<file path="config.mk">
export PLATFORM = sky130hd
export DESIGN_NAME = alu_seq16
export DESIGN_NICKNAME = d
export VERILOG_FILES = /design/src/rtl/alu_ctrl_pkg.sv /design/src/rtl/alu_seq16.sv
export SDC_FILE = /design/constraint.sdc
export NUM_CORES = 1
export LEC_CHECK = 0
export ABC_AREA = 1
export BUFFER_PORTS_ARGS = -buffer_cell sky130_fd_sc_hd__buf_2
export CORE_MARGIN = 10
export CORE_UTILIZATION = 35
export DETAILED_ROUTE_END_ITERATION = 7
export PLACE_DENSITY_LB_ADDON = 0.25
export SLEW_MARGIN = 40
export SYNTH_ARGS = -nofsm -noshare
export SYNTH_HDL_FRONTEND = slang
export SYNTH_SLANG_ARGS = --single-unit
</file>
<file path="constraint.sdc">
create_clock -name clk -period 1.9 [get_ports clk]
set_clock_uncertainty 0.2 [all_clocks]
set_input_delay 0.095 -clock clk [delete_from_list [all_inputs] [get_ports clk]]
set_output_delay 0.095 -clock clk [all_outputs]
set_load 0.01 [all_outputs]
</file>
<file path="src/rtl/alu_ctrl_pkg.sv">
// Shared definitions for the 16-bit sequencer and the 8-bit ALU it drives:
// operation codes, ALU command encodings, FSM states and a small helper.
package alu_ctrl_pkg;

  // 16-bit operations requested on the op port.
  typedef enum logic [1:0] {
    OP_ADD  = 2'b00,
    OP_XOR  = 2'b01,
    OP_SRL  = 2'b10,
    OP_RSVD = 2'b11
  } op_t;

  // Command codes understood by the external combinational 8-bit ALU.
  localparam logic [2:0] ALU_ADD = 3'b000;
  localparam logic [2:0] ALU_XOR = 3'b100;
  localparam logic [2:0] ALU_SRL = 3'b111;

  // Sequencer states. LO and HI are single-cycle ALU passes on one byte.
  typedef enum logic [1:0] {
    S_IDLE = 2'b00,
    S_LO   = 2'b01,
    S_HI   = 2'b10,
    S_DONE = 2'b11
  } state_t;

  // Zero flag for a 16-bit result.
  function automatic logic is_zero16(input logic [15:0] v);
    return (v == 16'h0000);
  endfunction

endpackage

</file>
<file path="src/rtl/alu_seq16.sv">
// 16-bit ADD/XOR/SRL built from byte passes through an external 8-bit ALU.
//
// Handshake: start is sampled only while the FSM is in IDLE; that edge is the
// accept and latches op, a_in, b_in and shamt. busy is high from the cycle
// after accept through the DONE cycle inclusive. done is high for exactly the
// one DONE cycle. result, carry_out and zero are valid from done onward and
// hold until the next accept. start is ignored whenever busy is high.
module alu_seq16
  import alu_ctrl_pkg::*;
(
  input  logic        clk,
  input  logic        reset,
  input  logic        start,
  input  logic [1:0]  op,
  input  logic [15:0] a_in,
  input  logic [15:0] b_in,
  input  logic [3:0]  shamt,
  output logic        busy,
  output logic        done,
  output logic [15:0] result,
  output logic        carry_out,
  output logic        zero,
  output logic [2:0]  alu_cmd,
  output logic [7:0]  alu_a,
  output logic [7:0]  alu_b,
  output logic        alu_sc_i,
  input  logic [7:0]  alu_rslt,
  input  logic        alu_sc_o,
  output state_t      state_dbg
);

  state_t      state, state_next;
  op_t         op_in, op_q;
  logic [15:0] work;     // operand A, then partial results as passes complete
  logic [15:0] b_q;
  logic [3:0]  cnt;      // remaining SRL steps
  logic        carry;    // ADD carry between passes, SRL link bit
  logic        last_step;

  assign op_in     = op_t'(op);
  assign last_step = (cnt == 4'd1);
  assign state_dbg = state;
  assign busy      = (state != S_IDLE);
  assign done      = (state == S_DONE);

  // State register.
  always_ff @(posedge clk) begin
    if (reset) state <= S_IDLE;
    else       state <= state_next;
  end

  // Next-state sequencing for every operation.
  always_comb begin
    state_next = state;
    case (state)
      S_IDLE: begin
        if (start) begin
          case (op_in)
            OP_ADD, OP_XOR: state_next = S_LO;
            OP_SRL:         state_next = (shamt == 4'd0) ? S_DONE : S_HI;
            default:        state_next = S_DONE;
          endcase
        end
      end
      // ADD/XOR finish with HI; SRL steps are HI then LO.
      S_LO: begin
        if (op_q == OP_SRL) state_next = last_step ? S_DONE : S_HI;
        else                state_next = S_HI;
      end
      S_HI: begin
        if (op_q == OP_SRL) state_next = S_LO;
        else                state_next = S_DONE;
      end
      S_DONE:  state_next = S_IDLE;
      default: state_next = S_IDLE;
    endcase
  end

  // ALU drive: quiet in IDLE/DONE, one byte slice per pass otherwise.
  always_comb begin
    alu_cmd  = ALU_ADD;
    alu_a    = 8'h00;
    alu_b    = 8'h00;
    alu_sc_i = 1'b0;
    if (state == S_LO || state == S_HI) begin
      case (op_q)
        OP_ADD:  alu_cmd = ALU_ADD;
        OP_XOR:  alu_cmd = ALU_XOR;
        OP_SRL:  alu_cmd = ALU_SRL;
        default: alu_cmd = ALU_ADD;
      endcase
      if (state == S_LO) begin
        alu_a    = work[7:0];
        alu_b    = (op_q == OP_SRL) ? 8'h00 : b_q[7:0];
        alu_sc_i = (op_q == OP_SRL) ? carry : 1'b0;
      end else begin
        alu_a    = work[15:8];
        alu_b    = (op_q == OP_SRL) ? 8'h00 : b_q[15:8];
        alu_sc_i = (op_q == OP_ADD) ? carry : 1'b0;
      end
    end
  end

  // Datapath: latch operands on accept, capture ALU outputs at pass ends.
  always_ff @(posedge clk) begin
    if (reset) begin
      op_q      <= OP_ADD;
      work      <= 16'h0000;
      b_q       <= 16'h0000;
      cnt       <= 4'd0;
      carry     <= 1'b0;
      result    <= 16'h0000;
      carry_out <= 1'b0;
      zero      <= 1'b1;
    end else begin
      case (state)
        S_IDLE: begin
          if (start) begin
            op_q  <= op_in;
            work  <= a_in;
            b_q   <= b_in;
            cnt   <= shamt;
            carry <= 1'b0;
            // Operations that skip straight to DONE publish here.
            if (op_in == OP_RSVD) begin
              result    <= 16'h0000;
              carry_out <= 1'b0;
              zero      <= 1'b1;
            end else if (op_in == OP_SRL && shamt == 4'd0) begin
              result    <= a_in;
              carry_out <= 1'b0;
              zero      <= is_zero16(a_in);
            end
          end
        end
        S_LO: begin
          work[7:0] <= alu_rslt;
          carry     <= alu_sc_o;
          if (op_q == OP_SRL) begin
            if (cnt != 4'd0) cnt <= cnt - 4'd1;
            if (last_step) begin
              result    <= {work[15:8], alu_rslt};
              carry_out <= alu_sc_o;
              zero      <= is_zero16({work[15:8], alu_rslt});
            end
          end
        end
        S_HI: begin
          if (op_q == OP_SRL) begin
            work[15:8] <= alu_rslt;
            carry      <= alu_sc_o;
          end else begin
            result    <= {alu_rslt, work[7:0]};
            carry_out <= (op_q == OP_ADD) ? alu_sc_o : 1'b0;
            zero      <= is_zero16({alu_rslt, work[7:0]});
          end
        end
        default: ;
      endcase
    end
  end

endmodule

</file>
After elaboration in Yosys (flattened, before gate mapping)
Index checks and enable logic that the tools add are counted.
W data, S select, Z words.
{"block": "classes", "n_addsub": 1, "n_eq_ne": 16, "muxes": 52, "n_reduce_logical": 21}
{"operator": "$mux W16", "count": 7}
{"operator": "$mux W8", "count": 7}
{"operator": "$logic_not A16 Y1", "count": 3}
{"operator": "$pmux W16 S3", "count": 1}
{"operator": "$pmux W8 S2", "count": 2}
{"operator": "$mux W1", "count": 22}
{"operator": "$mux W4", "count": 3}
{"operator": "$eq A2 B2 Y1 const B", "count": 5}
{"operator": "$ne A2 B2 Y1 const B", "count": 5}
{"operator": "$pmux W1 S3", "count": 3}
{"operator": "$pmux W2 S4", "count": 1}
{"operator": "$pmux W4 S2", "count": 1}
{"operator": "$eq A2 B1 Y1 const B", "count": 3}
{"operator": "$logic_not A2 Y1", "count": 3}
{"operator": "$pmux W3 S2", "count": 1}
{"operator": "$reduce_and A3 Y1", "count": 2}
{"operator": "$reduce_and A6 Y1", "count": 1}
{"operator": "$reduce_bool A2 Y1", "count": 3}
{"operator": "$eq A4 B1 Y1 const B", "count": 1}
{"operator": "$logic_not A4 Y1", "count": 1}
{"operator": "$mux W2", "count": 2}
{"operator": "$pmux W2 S2", "count": 1}
{"operator": "$reduce_and A2 Y1", "count": 2}
{"operator": "$reduce_and A4 Y1", "count": 1}
{"operator": "other kinds (9)", "count": 9}
{"block": "totals", "ff_bits": 59, "input_bits": 50, "out_inout_bits": 42, "elab_cells": 100}

Depth between registers and ports, before layout
{"block": "logic_depth", "word_depth": 6, "ltp_mapped": 12, "depth_no_buf": 10}

Least setup slack after synthesis
OpenSTA, ideal clock, no wires.
{"block": "synth_timing", "kind": "register to output", "start": "register state[0], in the netlist state_dbg[0]", "end": "output alu_b[0]", "arrival_ps": 1666, "required_time_ps": 1605, "setup_slack_ps": -61, "stages_incl_launch_ff": 9, "n_path_buf": 2, "cell_sequence": "dfxtp_1 inv_1 ha_1 buf_2 inv_1 buf_2 nor2_1 o21ai_0 nor2_1"}
{"block": "synth_via", "elab_chain_len": 3, "word_cells_on_any_way": 5, "classes_between": "eq/ne (2); mux (2); reduce/logical (1)"}
{"element": "start: declaration", "line_no": "alu_seq16.sv:32", "text": "state_t state, state_next;"}
{"element": "start signal: assignment", "line_no": "alu_seq16.sv:49", "text": "else state <= state_next;"}
{"element": "$eq A2 B1 Y1 or $eq A2 B2 Y1 (tied branches)", "line_no": "alu_seq16.sv:85, alu_seq16.sv:92"}
{"element": "$mux W8 or $logic_or A1 B1 Y1 (tied branches)", "line_no": "alu_seq16.sv:92, alu_seq16.sv:85"}
{"element": "$mux W8 (*)", "line_no": "alu_seq16.sv:85", "text": "if (state == S_LO || state == S_HI) begin"}
{"element": "end: declaration", "line_no": "alu_seq16.sv:25", "text": "output logic [7:0] alu_b,"}
Mark *: on every way between the ends. The rest lies on a longest branch, timed or not.

Worst setup path after layout
{"block": "layout_timing", "start": "register state[0], in the netlist state_dbg[0]", "end": "output alu_a[6]"}
{"block": "layout_via", "elab_chain_len": 3, "word_cells_on_any_way": 5, "classes_between": "eq/ne (2); mux (2); reduce/logical (1)"}
{"element": "$eq A2 B1 Y1 or $eq A2 B2 Y1 (tied branches)", "line_no": "alu_seq16.sv:85, alu_seq16.sv:92"}
{"element": "$mux W8 or $logic_or A1 B1 Y1 (tied branches)", "line_no": "alu_seq16.sv:92, alu_seq16.sv:85"}
{"element": "$mux W8 (*)", "line_no": "alu_seq16.sv:85"}
{"element": "end: declaration", "line_no": "alu_seq16.sv:24", "text": "output logic [7:0] alu_a,"}
Marks and branches as above.

==> run_summary.xml <==
<?xml version="1.0" encoding="UTF-8"?>
<metrics>
  <group name="status">
    <metric name="outcome" unit="">finished, violations left</metric>
    <metric name="failed_checks" unit="">setup timing</metric>
  </group>
  <group name="worst_setup_path">
    <metric name="cp_cell_sequence" unit="">inv_2 -&gt; ha_4 -&gt; buf_4 -&gt; buf_12 -&gt; o21ai_1 -&gt; a21oi_1 -&gt; buf_2</metric>
    <metric name="critPathMaxStageDelay" unit="ns">0.35</metric>
    <metric name="critPathRequiredTime" unit="ns">1.60</metric>
    <metric name="critPathKind" unit="">reg -&gt; out</metric>
    <metric name="timing.critical_path.arrival" unit="ns">1.72</metric>
    <metric name="crit_fanout" unit="">7</metric>
    <metric name="rr_worst_depth" unit="">9</metric>
    <metric name="worst_r2r_endpoint" unit="">cnt[2]</metric>
    <metric name="setup_slack_of_the_worst_register_to_register_path" unit="ns">0.02</metric>
    <metric name="worst_r2r_startpoint" unit="">state_dbg[0]</metric>
    <metric name="start_kind" unit="">register</metric>
    <metric name="standard_cell_with_the_maximum_stage_delay_on_the_critical_path" unit="">dfxtp_2</metric>
    <metric name="end_kind" unit="">output pin</metric>
  </group>
  <group name="hold_path">
    <metric name="hold_path_depth" unit="">5</metric>
    <metric name="hold_class" unit="">in -&gt; reg</metric>
    <metric name="hold_path_startpoint" unit="">a_in[6]</metric>
    <metric name="whs_endpoint" unit="">work[6]</metric>
  </group>
  <group name="power">
    <metric name="total_leakage_power" unit="nW">2.53</metric>
    <metric name="worst_ir_drop_vdd" unit="mV">0.409</metric>
    <metric name="power.density" unit="nW/µm²">862</metric>
    <metric name="power.share.switching" unit="%">37.3</metric>
    <metric name="p_int" unit="mW">2.88</metric>
    <metric name="netSwitchingPower" unit="mW">1.71</metric>
    <metric name="share_clk_of_total_power" unit="%">25.9</metric>
    <metric name="pwr-share-comb" unit="%">40.8</metric>
    <metric name="seq_power_share" unit="%">33.4</metric>
  </group>
  <group name="cells_and_area">
    <metric name="layout.core_utilization" unit="%">57.1</metric>
    <metric name="areaGrowthSynthToFinish" unit="%">57.9</metric>
    <metric name="drive_above_1_share" unit="%">30.2</metric>
    <metric name="nFillCells" unit="">864</metric>
    <metric name="final_nets" unit="">769</metric>
    <metric name="layout.cell_area.non_filler" unit="µm²">5330</metric>
    <metric name="insertedDiodeCount" unit="">0</metric>
  </group>
  <group name="sta">
    <metric name="final_period_minus_worst_setup_slack" unit="ns">2.01</metric>
    <metric name="maxClockFrequency" unit="MHz">496</metric>
    <metric name="finalHoldViolations" unit="">0</metric>
    <metric name="timing.max_slew.rel_slack" unit="%">68.8</metric>
    <metric name="final_min_period_over_clock_period" unit="%">106</metric>
    <metric name="grt_setup_unrepaired" unit="">yes</metric>
    <metric name="drv_slew" unit="">0</metric>
    <metric name="postLayoutSetupSlackWorst" unit="ns">-0.114</metric>
    <metric name="tightest_slew" unit="ns">0.466</metric>
    <metric name="finalSetupViolCount" unit="">12</metric>
    <metric name="final.hold.worst_slack" unit="ns">0.0393</metric>
  </group>
  <group name="grt">
    <metric name="pin_count_of_the_biggest_net_entering_global_routing" unit="">34</metric>
    <metric name="first_global_vias" unit="">4103</metric>
    <metric name="antenna_found_initial" unit="">0</metric>
    <metric name="global_route.usage.total" unit="%">17.0</metric>
    <metric name="grt.overflow.total" unit="">0</metric>
    <metric name="grt_first_pass_wirelength" unit="µm">20000</metric>
  </group>
  <group name="clock_network">
    <metric name="h-tree-depth" unit="">3</metric>
    <metric name="ctsRootBufferMaster" unit="">clkbuf_8</metric>
    <metric name="clk-insertion-delay-late" unit="ns">0.35</metric>
    <metric name="ctsLongestPathBuffers" unit="">2</metric>
    <metric name="number_of_buffers_inserted_during_clock_tree_synthesis" unit="">9</metric>
    <metric name="cts_tree" unit="">yes</metric>
    <metric name="clock_sink_count" unit="">59</metric>
    <metric name="cts.reportedPaths.clkPinSlew" unit="ns">0.08</metric>
  </group>
  <group name="yosys">
    <metric name="syn_area_per_cell" unit="µm²">6.21</metric>
    <metric name="synth.top_cells.by_area" unit="">dfxtp_1 35%, nand2_1 15%, nor2_1 13%</metric>
    <metric name="synth-async-reset-ratio" unit="%">0</metric>
    <metric name="post_synth_num_cell_types" unit="">30</metric>
    <metric name="synth.net_count" unit="">603</metric>
    <metric name="yosys.area.top_type" unit="">dfxtp_1</metric>
    <metric name="synth.ff_latch_count" unit="">59</metric>
    <metric name="synth.cell_area" unit="µm²">3380</metric>
    <metric name="number_of_synthesized_flops_with_an_enable_pin" unit="">0</metric>
    <metric name="ys_seq_area_share" unit="%">35.0</metric>
    <metric name="synth_top_flop_cell" unit="">dfxtp_1</metric>
    <metric name="synth_largest_type_area_fraction" unit="%">35.0</metric>
    <metric name="yosysWarnings" unit="">0</metric>
    <metric name="synth.cells.most_frequent" unit="">136 x nand2_1, 117 x nor2_1, 59 x dfxtp_1</metric>
    <metric name="yosys.cell_count.top_type" unit="">nand2_1</metric>
    <metric name="synthesis.instances" unit="">544</metric>
  </group>
  <group name="routing">
    <metric name="drt_iter0_markers" unit="">340</metric>
    <metric name="drt-total-wl" unit="µm">12800</metric>
    <metric name="routed_wire_length_per_instance" unit="µm">15.2</metric>
    <metric name="antenna_left" unit="">0</metric>
    <metric name="drt-vias-per-instance" unit="">4.97</metric>
    <metric name="dr_total_vias" unit="">4193</metric>
    <metric name="drt_pass1_iterations" unit="">5</metric>
    <metric name="drcViolationCount" unit="">0</metric>
  </group>
  <group name="placement">
    <metric name="detailed_place.area" unit="µm²">4040</metric>
    <metric name="place_congestion" unit="">0.896</metric>
    <metric name="dpl.hpwl" unit="µm">8480</metric>
    <metric name="port-buffer-count" unit="">91</metric>
    <metric name="placement.setup.worst_slack" unit="ns">-0.0356</metric>
  </group>
  <group name="floorplanning">
    <metric name="floorplan.io_pins" unit="">92</metric>
    <metric name="floorplan.rows" unit="">35</metric>
    <metric name="die_h" unit="µm">118</metric>
    <metric name="chipWidth" unit="µm">118</metric>
    <metric name="coreArea" unit="µm²">9330</metric>
    <metric name="floorplan.die_area" unit="µm²">14000</metric>
    <metric name="starting_utilization_of_the_core_area" unit="%">36.2</metric>
  </group>
  <group name="run">
    <metric name="drv.max_cap_violation_count" unit="">0</metric>
  </group>
</metrics>
[logic make-up after synthesis]
family          Yosys count  share of synthesized area [%]
buf+inv                  74                           9.41
xor+xnor                  2                          0.519
compound gates          111                           17.9
fa+ha+maj                 9                           3.34
simple gates            289                           33.8
flops                    59                           35.0
[registers in the layout, indices dropped and copies added, names as in the netlist]
register   cells
carry_out      1
result        16
b_q           16
zero           1
state_dbg      2
carry          1
cnt            4
op_q           2
work          16
[power by group through the flow]
stage	Sequential (mW)	Clock [mW]	Combinational, mW
after floorplan	1.55	0	0.856
after global placement	1.54	0	1.34
after detailed placement	1.55	0	1.36
after CTS	1.52	1.22	1.59
after global routing	1.56	1.27	2.06
final	1.53	1.19	1.87
[area by class of cell]
class / count / area (µm²) / share of cell area (%)
multi-input cells: 411 / 2120 / 39.9
repair buffers: 188 / 1490 / 27.9
flip-flops and latches: 59 / 1180 / 22.2
inverters: 41 / 170 / 3.19
well taps: 129 / 161 / 3.03
clock buffers: 10 / 138 / 2.58
clock inverters: 6 / 65.1 / 1.22
[critical path: cells and delay by family, from the launching register on]
kind                       cells  cell delay, ns
buffers and inverters          4            0.48
DFF                            1            0.35
adders and majority gates      1            0.29
AOI/OAI and AO/OA              2            0.25
[through the flow]
| stage | TNS (ns) | std cells | total power, mW |
|---|---|---|---|
| finish | -0.591 | 844 | 4.60 |
| global route | -2.16 | 844 | 4.88 |
| CTS | -0.263 | 826 | 4.33 |
| detailed placement | -0.164 | 752 | 2.91 |
| global placement | 0 | 752 | 2.89 |
| floorplan | 0 | 544 | 2.40 |
[layout by cell type (no fill, tap or decap), types with 3 or more instances in the layout]
cell / count
nand3_1: 20
a21oi_4: 3
nand2_2: 6
o21ai_0: 35
o21ai_1: 15
dfxtp_2: 3
a31oi_1: 19
dlygate4sd3_1: 47
ha_4: 4
buf_4: 31
nor2_1: 113
clkbuf_8: 10
nand3_2: 6
a21oi_1: 21
buf_6: 10
buf_12: 6
dfxtp_1: 56
ha_1: 5
o21ai_2: 10
inv_1: 28
a21oi_2: 3
buf_2: 90
inv_2: 6
nand2_1: 130
clkbuf_16: 4
nor2_4: 3
inv_4: 3
[per-layer routing]
layer	vias to the layer above	routed length, µm	part of all wire [%]	track usage (%)
met5	-	0	0	0
met4	0	312	2.4	6.72
met3	32	1110	8.6	4.66
met2	201	6140	48	28.8
met1	1884	5270	41	19.8
li1	2076	-	-	-
[worst max path at each step]
stage | start | to | cells after the start
after floorplan | state_dbg[1] | alu_a[2] | 8
after global placement | state_dbg[0] | work[12] | 7
after detailed placement | state_dbg[0] | work[12] | 7
after CTS | state_dbg[1] | alu_b[0] | 7
after global routing | state_dbg[0] | alu_b[7] | 7
final | state_dbg[0] | alu_a[6] | 7
[timing repair]
action | CTS | global route
setup buffers | 9 | 15
endpoints found under the hold margin | 41 | 0
pin swaps | 7 | 20
gates cloned | 2 | 6
hold buffers | 47 | 0
setup endpoints to repair | 39 | 45
resized for setup | 24 | 77
(Power assumes the default switching activity.)
